===== src/rtl/udp_frame_parser.sv =====
// Purpose: byte-serial Ethernet/IPv4/UDP parser. Hunts preamble+SFD, validates headers, streams UDP payload.
// Latency: payload byte and all status outputs appear one cycle after the accepted input byte.
// Backpressure: none. Only input_ready gates progress, and the consumer must take every payload byte.
//
// Ports:
//   main_clk, main_rst_n           clock, async active-low reset
//   eth_byte/input_ready/eth_last  MAC byte stream (eth_last only meaningful with input_ready)
//   valid_ip, valid_udp            level flags for the current frame
//   src_ip, dst_ip, src_port, dst_port, udp_len   header fields, held until the next frame overwrites them
//   payload_byte/_valid/_last      UDP payload stream
//   drop, drop_reason              one-cycle reject pulse; the reason is held until the next drop
module udp_frame_parser #(
  parameter int unsigned PREAMBLE_LEN   = 7,
  parameter bit          ALLOW_OPTIONS  = 1'b1,
  parameter bit          CHECK_CSUM     = 1'b1,
  parameter bit          PORT_FILTER_EN = 1'b0,
  parameter logic [15:0] PORT_MATCH     = 16'd0,
  parameter int unsigned MAX_FRAME      = 1518
) (
  input  logic        main_clk,
  input  logic        main_rst_n,
  input  logic [7:0]  eth_byte,
  input  logic        input_ready,
  input  logic        eth_last,
  output logic        valid_ip,
  output logic        valid_udp,
  output logic [31:0] src_ip,
  output logic [31:0] dst_ip,
  output logic [15:0] src_port,
  output logic [15:0] dst_port,
  output logic [15:0] udp_len,
  output logic [7:0]  payload_byte,
  output logic        payload_valid,
  output logic        payload_last,
  output logic        drop,
  output logic [2:0]  drop_reason
);

  localparam int          CW      = $clog2(MAX_FRAME + 1);
  localparam logic [CW-1:0] MAX_CNT = CW'(MAX_FRAME);
  localparam logic [3:0]  PRE_MIN = 4'(PREAMBLE_LEN);

  localparam logic [2:0] R_HDR   = 3'd1;
  localparam logic [2:0] R_IHL   = 3'd2;
  localparam logic [2:0] R_CSUM  = 3'd3;
  localparam logic [2:0] R_PROTO = 3'd4;
  localparam logic [2:0] R_PORT  = 3'd5;
  localparam logic [2:0] R_TRUNC = 3'd6;
  localparam logic [2:0] R_ULEN  = 3'd7;

  typedef enum logic [2:0] {HUNT, ETH_HDR, IP_HDR, UDP_HDR, PAYLOAD, SKIP} state_t;

  state_t          state_q, state_d;
  logic [3:0]      pre_cnt_q;
  logic [CW-1:0]   byte_cnt_q, byte_cnt_inc;
  logic [15:0]     sec_q;       // byte index within the current header/payload section
  logic [7:0]      eth_hi_q;
  logic [3:0]      ihl_q;
  logic [7:0]      proto_q;
  logic [7:0]      csum_hi_q;   // high byte of the IPv4 word being assembled
  logic [15:0]     csum_q, csum_d;
  logic [15:0]     csum_word;
  logic [16:0]     csum_sum;
  logic [15:0]     hdr_last;

  logic            drop_d;
  logic [2:0]      reason_d;
  logic            set_vip, set_vudp;
  logic            pay_emit, pay_last_d;

  always_comb begin
    state_d    = state_q;
    drop_d     = 1'b0;
    reason_d   = 3'd0;
    set_vip    = 1'b0;
    set_vudp   = 1'b0;
    pay_emit   = 1'b0;
    pay_last_d = 1'b0;

    // Ones-complement accumulate with the end-around carry folded on every word;
    // one fold suffices because two 16-bit values cannot carry twice.
    csum_word    = {csum_hi_q, eth_byte};
    csum_sum     = {1'b0, csum_q} + {1'b0, csum_word};
    csum_d       = csum_sum[15:0] + {15'd0, csum_sum[16]};
    hdr_last     = {10'd0, ihl_q, 2'b00} - 16'd1;
    byte_cnt_inc = byte_cnt_q + CW'(1);

    case (state_q)
      HUNT: begin
        if (eth_byte == 8'hD5 && pre_cnt_q >= PRE_MIN) state_d = ETH_HDR;
      end
      ETH_HDR: begin
        if (sec_q == 16'd13) begin
          if ({eth_hi_q, eth_byte} != 16'h0800) begin
            drop_d   = 1'b1;
            reason_d = R_HDR;
          end else begin
            state_d = IP_HDR;
          end
        end
      end
      IP_HDR: begin
        if (sec_q == 16'd0) begin
          if (eth_byte[7:4] != 4'd4) begin
            drop_d   = 1'b1;
            reason_d = R_HDR;
          end else if (eth_byte[3:0] < 4'd5 || (eth_byte[3:0] > 4'd5 && !ALLOW_OPTIONS)) begin
            drop_d   = 1'b1;
            reason_d = R_IHL;
          end
        end else if (sec_q == hdr_last) begin
          // Header length is always even, so the final byte completes the last word.
          if (CHECK_CSUM && csum_d != 16'hFFFF) begin
            drop_d   = 1'b1;
            reason_d = R_CSUM;
          end else if (proto_q != 8'd17) begin
            drop_d   = 1'b1;
            reason_d = R_PROTO;
          end else begin
            set_vip = 1'b1;
            state_d = UDP_HDR;
          end
        end
      end
      UDP_HDR: begin
        if (sec_q == 16'd7) begin
          if (udp_len < 16'd8) begin
            drop_d   = 1'b1;
            reason_d = R_ULEN;
          end else if (PORT_FILTER_EN && dst_port != PORT_MATCH) begin
            drop_d   = 1'b1;
            reason_d = R_PORT;
          end else begin
            set_vudp = 1'b1;
            state_d  = (udp_len == 16'd8) ? SKIP : PAYLOAD;
          end
        end
      end
      PAYLOAD: begin
        pay_emit   = 1'b1;
        pay_last_d = (sec_q + 16'd1 == udp_len - 16'd8);
        if (pay_last_d) state_d = eth_last ? HUNT : SKIP;
      end
      SKIP: begin
        if (eth_last) state_d = HUNT;
      end
      default: state_d = HUNT;
    endcase

    // Frame ended before the parser was done with it.
    if (eth_last && !drop_d &&
        (state_q == ETH_HDR || state_q == IP_HDR || state_q == UDP_HDR ||
         (state_q == PAYLOAD && !pay_last_d))) begin
      drop_d   = 1'b1;
      reason_d = R_TRUNC;
    end

    if (drop_d) begin
      set_vip  = 1'b0;
      set_vudp = 1'b0;
      state_d  = eth_last ? HUNT : SKIP;
    end else if (state_q != HUNT && state_d != HUNT && byte_cnt_inc == MAX_CNT) begin
      // Runaway frame: give up and resynchronise on the next preamble.
      drop_d   = 1'b1;
      reason_d = R_TRUNC;
      set_vip  = 1'b0;
      set_vudp = 1'b0;
      state_d  = HUNT;
    end
  end

  always_ff @(posedge main_clk or negedge main_rst_n) begin
    if (!main_rst_n) begin
      state_q       <= HUNT;
      pre_cnt_q     <= 4'd0;
      byte_cnt_q    <= '0;
      sec_q         <= 16'd0;
      eth_hi_q      <= 8'd0;
      ihl_q         <= 4'd0;
      proto_q       <= 8'd0;
      csum_hi_q     <= 8'd0;
      csum_q        <= 16'd0;
      valid_ip      <= 1'b0;
      valid_udp     <= 1'b0;
      src_ip        <= 32'd0;
      dst_ip        <= 32'd0;
      src_port      <= 16'd0;
      dst_port      <= 16'd0;
      udp_len       <= 16'd0;
      payload_byte  <= 8'd0;
      payload_valid <= 1'b0;
      payload_last  <= 1'b0;
      drop          <= 1'b0;
      drop_reason   <= 3'd0;
    end else begin
      payload_valid <= 1'b0;
      payload_last  <= 1'b0;
      drop          <= 1'b0;
      if (input_ready) begin
        state_q <= state_d;
        // Preamble run length only matters in HUNT; everywhere else it stays cleared.
        if (state_q == HUNT && eth_byte == 8'h55)
          pre_cnt_q <= (pre_cnt_q < PRE_MIN) ? pre_cnt_q + 4'd1 : pre_cnt_q;
        else
          pre_cnt_q <= 4'd0;
        byte_cnt_q <= (state_q == HUNT) ? '0 : byte_cnt_inc;
        sec_q      <= (state_q == HUNT || state_d != state_q) ? 16'd0 : sec_q + 16'd1;

        if (state_q == HUNT && state_d == ETH_HDR) begin
          valid_ip  <= 1'b0;
          valid_udp <= 1'b0;
          csum_q    <= 16'd0;
        end

        case (state_q)
          ETH_HDR: if (sec_q == 16'd12) eth_hi_q <= eth_byte;
          IP_HDR: begin
            if (sec_q[0]) csum_q <= csum_d;
            else          csum_hi_q <= eth_byte;
            if (sec_q == 16'd0) ihl_q <= eth_byte[3:0];
            if (sec_q == 16'd9) proto_q <= eth_byte;
            if (sec_q >= 16'd12 && sec_q <= 16'd15) src_ip <= {src_ip[23:0], eth_byte};
            if (sec_q >= 16'd16 && sec_q <= 16'd19) dst_ip <= {dst_ip[23:0], eth_byte};
          end
          UDP_HDR: begin
            if (sec_q <= 16'd1)                     src_port <= {src_port[7:0], eth_byte};
            if (sec_q == 16'd2 || sec_q == 16'd3)   dst_port <= {dst_port[7:0], eth_byte};
            if (sec_q == 16'd4 || sec_q == 16'd5)   udp_len  <= {udp_len[7:0], eth_byte};
          end
          default: ;
        endcase

        if (set_vip)  valid_ip  <= 1'b1;
        if (set_vudp) valid_udp <= 1'b1;
        if (drop_d) begin
          drop        <= 1'b1;
          drop_reason <= reason_d;
          valid_ip    <= 1'b0;
          valid_udp   <= 1'b0;
        end
        // A truncated payload byte is still forwarded, just without payload_last.
        if (pay_emit) begin
          payload_valid <= 1'b1;
          payload_byte  <= eth_byte;
          payload_last  <= pay_last_d;
        end
      end
    end
  end

endmodule


===== config.mk =====
export PLATFORM = sky130hd
export DESIGN_NAME = udp_frame_parser
export DESIGN_NICKNAME = d
export VERILOG_FILES = /design/src/rtl/udp_frame_parser.sv
export SDC_FILE = /design/constraint.sdc
export NUM_CORES = 1
export LEC_CHECK = 0
export CELL_PAD_IN_SITES_DETAIL_PLACEMENT = 1
export CELL_PAD_IN_SITES_GLOBAL_PLACEMENT = 1
export CORE_ASPECT_RATIO = 1.5
export CORE_MARGIN = 1
export CORE_UTILIZATION = 40
export DETAILED_ROUTE_END_ITERATION = 12
export PLACE_DENSITY = 0.85
export SYNTH_ARGS = -nofsm -noshare
export SYNTH_HDL_FRONTEND = slang
export SYNTH_SLANG_ARGS = --single-unit

===== constraint.sdc =====
create_clock -name main_clk -period 4.4 [get_ports main_clk]
set_input_delay 1.32 -clock main_clk [delete_from_list [all_inputs] [get_ports main_clk]]
set_output_delay 1.32 -clock main_clk [all_outputs]
set_load 0.05 [all_outputs]

=== Word level (Yosys, flattened, before mapping) ===
Index checks and enable logic that the tools add are counted.

* Add/sub/neg operators: 7
* $lt $le $gt $ge: 9
* Equality and inequality tests: 26
* Muxes and demuxes: 76
* Bitwise logic cells: 1
* Reduce and logical (&&, ||, !) cells: 38

{| class="wikitable"
|+ Operators by type and width
! cell !! number
|-
| 3-bit two-way mux || 23
|-
| 16-bit by 4-bit equality test with 1-bit output (second input constant) || 4
|-
| 16-bit two-way mux || 4
|-
| 16-bit by 3-bit equality test with 1-bit output (second input constant) || 3
|-
| 1-bit two-way mux || 41
|-
| 16-bit equality test || 2
|-
| 16-bit by 2-bit equality test with 1-bit output (second input constant) || 2
|-
| 3-bit AND reduction || 9
|-
| 3-bit one-hot mux with 6 select lines || 1
|-
| 16-bit by 16-bit adder with 17-bit output || 1
|-
| 16-bit by 1-bit adder with 16-bit output || 1
|-
| 16-bit by 1-bit adder with 16-bit output (second input constant) || 1
|-
| 16-bit by 4-bit greater-or-equal comparator with 1-bit output (second input constant) || 1
|-
| 16-bit by 5-bit greater-or-equal comparator with 1-bit output (second input constant) || 1
|-
| 16-bit by 1-bit less-or-equal comparator with 1-bit output (second input constant) || 1
|-
| 16-bit by 4-bit less-or-equal comparator with 1-bit output (second input constant) || 1
|-
| 16-bit by 5-bit less-or-equal comparator with 1-bit output (second input constant) || 1
|-
| 16-bit zero test || 1
|-
| 16-bit by 4-bit less-than comparator with 1-bit output (second input constant) || 1
|-
| 16-bit by 12-bit inequality test with 1-bit output (second input constant) || 1
|-
| 16-bit inequality test (second input constant) || 1
|-
| 16-bit by 4-bit subtractor with 16-bit output (second input constant) || 1
|-
| 3-bit nonzero test || 4
|-
| 11-bit by 1-bit adder with 11-bit output (second input constant) || 1
|-
| other kinds (25) || 50
|}

* Flip-flop bits (word level): 206
* Input bits: 12
* Output and inout port bits: 128

=== Longest topological paths before layout ===
Gate-level depths: netlist (run 1).

* Word-level depth: 17
* Mapped depth: 25
* Mapped depth without buffers: 25

=== Least setup slack after synthesis (run 1) ===
Ideal clock, no wire load.

* Path kind: input to register
* Start: input port eth_byte[1]
* End: register csum_q[11]
* Setup time: 136 ps
* Data arrival time: 5617 ps
* Slack: -1353 ps
* Stages on the path: 24
* Path buffers: 3
* Cells stage by stage: clkbuf_1 > inv_1 > fa_1 > nor2b_1 > o31ai_1 > a21oi_1 > o22ai_1 > nor2_1 > o21ai_0 > nand2b_1 > ha_1 > ha_1 > nand2_1 > nor4_2 > or3b_1 > mux2i_1 > a22oi_1 > or4_4 > a21bo_4 > o22ai_2 > and3_1 > buf_6 > buf_12 > o22ai_2

* Word-level cells in the longest chain between the ends: 17
* Elaborated cells between the ends (all ways): 36
* Classes of those cells: 2 x add/sub; 1 x order compare; 4 x eq/ne; 21 x mux; 8 x reduce/logical

{| class="wikitable"
|+ RTL lines
! item !! RTL line !! source
|-
| start, declared || 22 || <nowiki>input logic [7:0] eth_byte,</nowiki>
|-
| 16-bit by 16-bit adder with 17-bit output || 83 || <nowiki>csum_sum = {1'b0, csum_q} + {1'b0, csum_word};</nowiki>
|-
| 16-bit by 1-bit adder with 16-bit output || 84 || <nowiki>csum_d = csum_sum[15:0] + {15'd0, csum_sum[16]};</nowiki>
|-
| 16-bit inequality test || 113 || <nowiki>if (CHECK_CSUM && csum_d != 16'hFFFF) begin</nowiki>
|-
| 3-bit two-way mux / 1-bit two-way mux (equally long branches) || 113 ||
|-
| 3-bit two-way mux / 1-bit two-way mux (equally long branches) || 111 || <nowiki>end else if (sec_q == hdr_last) begin</nowiki>
|-
| 3-bit two-way mux / 1-bit two-way mux (equally long branches) || 103 || <nowiki>if (sec_q == 16'd0) begin</nowiki>
|-
| 3-bit one-hot mux with 6 select lines / 1-bit one-hot mux with 3 select lines (equally long branches) || 88 || <nowiki>case (state_q)</nowiki>
|-
| 3-bit nonzero test / 1-bit zero test (equally long branches) || 162, 151 ||
|-
| 1-bit logical AND, on equally long branches (2 in a row) || 162, 151 ||
|-
| 3-bit two-way mux / 1-bit two-way mux (equally long branches) || 162, 151 ||
|-
| 3-bit two-way mux || 158 || <nowiki>if (drop_d) begin</nowiki>
|-
| 3-bit by 1-bit equality test with 1-bit output || 209 || <nowiki>if (state_q == HUNT && state_d == ETH_HDR) begin</nowiki>
|-
| 1-bit logical AND || 209 ||
|-
| 16-bit two-way mux || 209 ||
|-
| 16-bit two-way mux || 218 || <nowiki>if (sec_q[0]) csum_q <= csum_d;</nowiki>
|-
| 16-bit two-way mux (*) || 215 || <nowiki>case (state_q)</nowiki>
|-
| end signal, assigned || 218 ||
|-
| end, declared || 61 || <nowiki>logic [15:0] csum_q, csum_d;</nowiki>
|}

Every way passes the cells marked *; elsewhere a longest branch is shown, timed or not.
A chain may end at the register's enable or synchronous reset.

=== Worst setup path after layout (run 1) ===
* Start: input port eth_byte[5]
* End: register csum_q[4]

Same word-level chain as after synthesis.

==> results.yml, run 1 <==
logic_synthesis:
  yosys.area_share.simple: 0.154
  synth_mux_area_frac: 0.148
  synth_area_leader_cell: "sky130_fd_sc_hd__dfrtp_1"
  syn_nets: 1109
  yosys.cell_count.top_type: "sky130_fd_sc_hd__dfrtp_1"
  syn_area_per_cell_um2: 10.7
  synth_edf_count: 0
  async_flop_share: 1.00
  synthesis.area_um2: 11400
  ys_top_cells_by_count: "sky130_fd_sc_hd__dfrtp_1, sky130_fd_sc_hd__mux2_2, sky130_fd_sc_hd__nand2_1"
  synth.yosys.warnings: 0
  yosys.cell_types.count: 87
  sequential_share_of_the_synthesized_area: 0.452
  synthCells: 1068
  yosysTopAreaCellShare: 0.452
  synth_compound_gate_area_share: 0.117
  synth_top_family_by_area: "simple AND/OR/NAND/NOR gates"
  post_synth_fa_ha_maj_area_fraction: 0.0325
  synth_top_cells_by_area: "sky130_fd_sc_hd__dfrtp_1, sky130_fd_sc_hd__mux2_2, sky130_fd_sc_hd__xnor2_1"
  synth-xor-area-share: 0.0606
  synth_flop_cell: "sky130_fd_sc_hd__dfrtp_1"
  yosys_register_bits: 206
finish:
  multi_input_area_um2: 6310
  register_area_um2: 5150
  layout.core_utilization: 0.548
  final-instance-count-excl-fill: 1683
  design.final.nets: 1363
  num-fill-cells: 2979
  layout-area-overhead-vs-synth_pct: 34.5
  layout-drive-gt1-share: 0.322
sta:
  postLayoutSetupSlackWorst_ps: -1150
  finalHoldViolations: 0
  unrepaired_setup_endpoints_after_global_routing: "yes"
  total_count_of_max_transition_violations_in_the_final_report: 0
  min_period_ps: 5550
  worst_slew_margin_rel: 0.0664
  timing_worst_slew_pin_value_ps: 1400
  max_clock_freq_mhz: 180
  holdWs_ps: 505
  timing.final.setup_violations: 41
  share_of_the_clock_period_used_by_the_worst_path: 1.26
  worst_clock_skew_ps: 12.7
setup_path:
  cp.arrival_ps: 5870
  cp_max_fo: 9
  worst_setup_path_start_kind: "input pin"
  endpoint_kind: "flip-flop"
  worstSetupPathType: "input pin to flip-flop"
  r2r_slack_ps: -830
  reg2reg_depth: 22
  reg2reg_end: "csum_q[4]"
  worstReg2RegStart: "csum_q[9]"
  worst-endpoint-required_ps: 4720
hold_path:
  timing.hold.worst_path_depth: 1
  hold_class: "flip-flop to flip-flop"
  worstHoldStart: "eth_hi_q[3]"
  worstHoldEndpoint: "eth_hi_q[3]"
detailed_routing:
  detailroute.via_count: 9947
  post-route-drc-count: 0
  detailedRoute.firstIterationViolations: 474
  drt-total-wl_mm: 40.8
  drtAntennaViolNets: 0
  drt-wirelength-per-cell_um: 24.3
  firstDrtPassIters: 5
  routed_via_density: 5.91
status:
  failed_checks: "negative setup slack"
  status: "complete, but fails checks"
grt:
  grt_max_degree: 101
  grt_usage: 0.283
  grtUsageMet3: 0.0417
  grt.busiest_layer: "met2"
  antenna_found_initial: 1
  wire_length_of_the_first_global_routing_pass_mm: 64.2
  vias_in_the_first_global_route: 11100
  grtUsageMet1: 0.295
  met2_usage: 0.527
  global_route.overflow_total: 0
clocking:
  clock_tree_root_driver_cell: "sky130_fd_sc_hd__clkbuf_16"
  worst_setup_hold_path_clk_slew_ps: 60
  cts_hold_buffers: 0
  numCtsBuffers: 22
  tritoncts: "yes"
  clock_latency_ps: 520
  clock-sinks: 206
  max-clock-path-buffers: 3
  cts-htree-levels: 1
floorplanning:
  floorplan.rows: 75
  chipWidth_um: 140
  io_pins: 140
  core_region_area_um2: 28000
  dieArea_um2: 29200
  die_height_um: 209
  floorplan.initialDensity: 0.407
place:
  placed_cells_incl_taps: 1626
  buffer_ports.inserted: 139
  half_perimeter_wire_length_after_placement_mm: 26.4
  final_replace_weighted_congestion: 0.887
power:
  ir_worst_vdd_uv: 353
  power.density_nw_per_um2: 308
  static-leakage-power_nw: 6.75
flow_run:
  count_of_maximum_capacitance_violations: 0
worst max-delay path by stage:
stage / cells after the start / to / slack (ps) / from
global route: 25 / sec_q[9] / -1260 / eth_byte[5]
detailed placement: 26 / csum_q[5] / -2040 / eth_byte[0]
CTS: 27 / sec_q[9] / -1070 / eth_byte[0]
floorplan: 24 / csum_q[11] / -990 / eth_byte[1]
finish: 24 / csum_q[4] / -1150 / eth_byte[5]
global placement: 26 / csum_q[9] / -1800 / eth_byte[0]
cells in the final DEF, fill, tap and decap left out, drive strengths merged, types with 9 or more instances in the layout:
cell type,Yosys,final
dfrtp,206,206
buf,18,154
mux2,146,146
clkdlybuf4s50,0,129
nand2,87,87
nor2,58,58
xnor2,49,49
a21oi,43,43
nor3,39,39
o21ai,39,39
nand3,34,34
clkbuf,40,34
xor2,29,29
ha,28,28
inv,25,25
o22ai,19,19
nor4,18,18
nand4,13,13
and3,13,13
and2,11,11
nand2b,9,9
power breakdown:
group	switching, mW	leakage (nW)	internal (mW)	total (mW)
Clock	0.799	0.370	1.18	1.98
Sequential	0.0750	2.84	1.96	2.03
Combinational	0.463	3.55	0.249	0.712
Total	1.34	6.75	3.39	4.72
sequential cells by signal (all words and copies together) (netlist names), 11 cells and up:
name	flops
byte_cnt_q	11
csum_q	16
dst_ip	32
dst_port	16
sec_q	16
src_ip	32
src_port	16
udp_len	16
metal layers:
layer  part of all wire  up-vias
met1               0.35     5080
met5                  0        -
met4              0.069        0
li1                   -     4366
met3              0.042      179
met2               0.54      322
kinds of logic after synthesis:
kind of cell / Yosys count
AO/OA/AOI/OAI: 185
XOR/XNOR: 78
adder cells (fa/ha/maj): 29
buffers and inverters: 85
flip-flops: 206
multiplexers: 150
AND/OR/NAND/NOR: 335
worst max-delay path, stage by stage:
cell                            delay [ps]
sky130_fd_sc_hd__dlygate4sd2_1         280
sky130_fd_sc_hd__ha_4                  300
sky130_fd_sc_hd__o211a_4               180
sky130_fd_sc_hd__o31ai_4                70
sky130_fd_sc_hd__a21oi_1               130
sky130_fd_sc_hd__buf_4                 170
sky130_fd_sc_hd__o22ai_4                70
sky130_fd_sc_hd__nor2_2                100
sky130_fd_sc_hd__o21ai_1                60
sky130_fd_sc_hd__nand2b_1              130
sky130_fd_sc_hd__ha_4                  220
sky130_fd_sc_hd__ha_4                  200
sky130_fd_sc_hd__nand2_4                90
sky130_fd_sc_hd__buf_6                 120
sky130_fd_sc_hd__nor2_4                100
sky130_fd_sc_hd__and3_4                190
sky130_fd_sc_hd__o211ai_1              170
sky130_fd_sc_hd__a2111o_1              440
sky130_fd_sc_hd__or4_4                 600
sky130_fd_sc_hd__a21bo_4               260
sky130_fd_sc_hd__o22ai_4               110
sky130_fd_sc_hd__and3_4                270
sky130_fd_sc_hd__buf_12                150
sky130_fd_sc_hd__o22ai_2               110
layout make-up:
class                      count  area share
tap                          346      0.0283
sequential                   206       0.336
clock inverter                 6     0.00759
multi-input combinational    778       0.412
clock buffer                  32      0.0416
timing repair buffer         289       0.168
inverter                      25     0.00645
antenna                        1    0.000163
repair_timing:
| action | 4_1_cts | 5_1_grt |
|---|---|---|
| resized for setup | 62 | 21 |
| setup buffers | 14 | 2 |
| gates cloned | 2 | 0 |
| setup endpoints to repair | 41 | 41 |
| pin swaps | 26 | 16 |
per-stage QoR:
stage | setup slack [ps] | total power, mW | TNS, ps | area, um^2
6_report | -1150 | 4.72 | -42860 | 15300
5_1_grt | -1260 | 4.86 | -47770 | 15300
2_1_floorplan | -991 | 2.45 | -34880 | 11600
3_5_place_dp | -2040 | 2.72 | -78570 | 14100
3_3_place_gp | -1800 | 2.69 | -69700 | 14100
4_1_cts | -1070 | 4.72 | -40060 | 15200
(Power assumes the default switching activity.)
==> run 2, diff against run 1 <==
--- a/config.mk
+++ b/config.mk
@@ -10,7 +10,9 @@
 export CORE_ASPECT_RATIO = 1.5
 export CORE_MARGIN = 1
 export CORE_UTILIZATION = 40
+export CTS_CLUSTER_SIZE = 30
 export DETAILED_ROUTE_END_ITERATION = 12
+export MAX_ROUTING_LAYER = met4
 export PLACE_DENSITY = 0.85
 export SYNTH_ARGS = -nofsm -noshare
 export SYNTH_HDL_FRONTEND = slang
==> results.yml, run 2 (same netlist as run 1, synthesis figures left out) <==
setup_path:
  cp.arrival_ps: 5980
  cp_max_fo: 3
  worstReg2RegStart: "csum_hi_q[3]"
  critPathSlowestCell: "sky130_fd_sc_hd__or4_4"
  worst_path_largest_cell_delay_ps: 580
  r2r_slack_ps: -760
  worst_setup_path_start_kind: "input pin"
  reg2reg_depth: 25
  reg2reg_end: "valid_ip"
  endpoint_kind: "flip-flop"
  worst-endpoint-required_ps: 4850
  worstSetupPathType: "input pin to flip-flop"
sta:
  share_of_the_clock_period_used_by_the_worst_path: 1.26
  postLayoutSetupSlackWorst_ps: -1130
  finalHoldViolations: 0
  timing.final.setup_violations: 41
  total_count_of_max_transition_violations_in_the_final_report: 0
  worst_slew_margin_rel: 0.136
  max_clock_freq_mhz: 181
  holdWs_ps: 507
  timing_worst_slew_pin_value_ps: 1290
  unrepaired_setup_endpoints_after_global_routing: "yes"
  worst_clock_skew_ps: 7.60
  min_period_ps: 5530
clocking:
  clock_latency_ps: 520
  clock-sinks: 206
  tritoncts: "yes"
  clock_tree_root_driver_cell: "sky130_fd_sc_hd__clkbuf_16"
  cts-htree-levels: 1
  numCtsBuffers: 22
  max-clock-path-buffers: 3
  worst_setup_hold_path_clk_slew_ps: 60
  cts_hold_buffers: 0
grt:
  grt_max_degree: 86
  wire_length_of_the_first_global_routing_pass_mm: 60.0
  global_route.overflow_total: 0
  antenna_found_initial: 0
  vias_in_the_first_global_route: 10800
  grt_usage: 0.270
hold_path:
  timing.hold.worst_path_depth: 1
  worstHoldStart: "src_port[10]"
  hold_class: "flip-flop to flip-flop"
  worstHoldEndpoint: "src_port[10]"
place:
  detailed_place.area_um2: 14100
  placed_cells_incl_taps: 1627
  buffer_ports.inserted: 139
  half_perimeter_wire_length_after_placement_mm: 26.7
  final_replace_weighted_congestion: 0.901
floorplanning:
  floorplan.initialDensity: 0.407
  core_region_area_um2: 28000
  io_pins: 140
  dieArea_um2: 29200
  floorplan.rows: 75
  chipWidth_um: 140
  die_height_um: 209
power:
  power.net_switching_mw: 1.31
  seq_power_share: 0.440
  pwr-share-clk: 0.409
  internal-power_mw: 3.29
  ir_worst_vdd_uv: 247
  part_of_the_total_power_dissipated_in_combinational_logic: 0.151
  static-leakage-power_nw: 6.74
  power.density_nw_per_um2: 302
  power.share.switching: 0.285
detailed_routing:
  detailedRoute.firstIterationViolations: 515
  firstDrtPassIters: 5
  drt-wirelength-per-cell_um: 23.0
  detailroute.via_count: 9771
  drtAntennaViolNets: 0
  post-route-drc-count: 0
  routed_via_density: 5.82
  drt-total-wl_mm: 38.6
finish:
  final_cell_mix: "sky130_fd_sc_hd__dfrtp_1, sky130_fd_sc_hd__mux2_2, sky130_fd_sc_hd__buf_4, sky130_fd_sc_hd__clkdlybuf4s50_1, sky130_fd_sc_hd__nand2_1"
  antennaDiodeCount: 0
  layout-area-overhead-vs-synth_pct: 33.7
  postLayoutCellArea_um2: 15200
  layout-drive-gt1-share: 0.320
  final-instance-count-excl-fill: 1679
  reg_top3: "dst_ip x32, src_ip x32"
  layout_commonest_cell: "sky130_fd_sc_hd__dfrtp_1"
  design.final.nets: 1359
status:
  failed_checks: "negative setup slack"
  status: "complete, but fails checks"
flow_run:
  count_of_maximum_capacitance_violations: 0
[run 2: metrics by stage]
stage                     setup TNS (ps)  setup WS (ps)  power [mW]   util
after CTS                         -39590          -1070        4.60  0.540
after detailed placement          -77650          -2000        2.71  0.503
final                             -42750          -1130        4.60  0.545
after global placement            -69760          -1810        2.68  0.503
after global routing              -47110          -1230        4.74  0.545
after floorplan                   -34880           -991        2.45      -
[run 2: power groups by stage]
stage | Sequential, mW | Combinational, mW | Clock [mW]
3_3_place_gp | 2.05 | 0.633 | 0
4_1_cts | 2.02 | 0.681 | 1.90
3_5_place_dp | 2.06 | 0.652 | 0
6_report | 2.03 | 0.696 | 1.88
2_1_floorplan | 2.13 | 0.320 | 0
5_1_grt | 2.03 | 0.740 | 1.96
[run 2: area by class of cell]
class	instances	area, um^2
timing repair buffer	285	2540
sequential	206	5150
multi-input combinational	778	6290
clock buffer	32	618
tap	346	433
fill	2993	12700
clock inverter	7	96.3
inverter	25	98.8
[run 2: metal layers]
layer / wire (um) / track usage / part of all wire
met1: 13800 / 0.271 / 0.36
met2: 21400 / 0.507 / 0.55
met3: 1160 / 0.0280 / 0.030
met4: 2250 / 0.146 / 0.058
met5: 0 / - / 0
[run 2: worst max-delay path by stage]
stage | from | end | cells after the start
global route | eth_byte[0] | sec_q[11] | 27
global placement | eth_byte[0] | csum_q[9] | 26
finish | eth_byte[0] | valid_ip | 29
floorplan | eth_byte[1] | csum_q[11] | 24
detailed placement | eth_byte[0] | csum_q[4] | 26
CTS | eth_byte[0] | sec_q[9] | 27
[run 2: worst max-delay path, delay by kind of cell]
| family | cells | cell delay (ps) |
|---|---|---|
| and+or+nand+nor | 9 | 1540 |
| adders and majority gates | 4 | 870 |
| AOI/OAI and AO/OA | 9 | 1450 |
| buffers and inverters | 7 | 820 |
[run 2: timing repair]
action                     CTS  global route
setup buffers                7             5
setup endpoints to repair   41            41
pin swaps                   32            20
resized for setup           60            21
cloned                       2             0
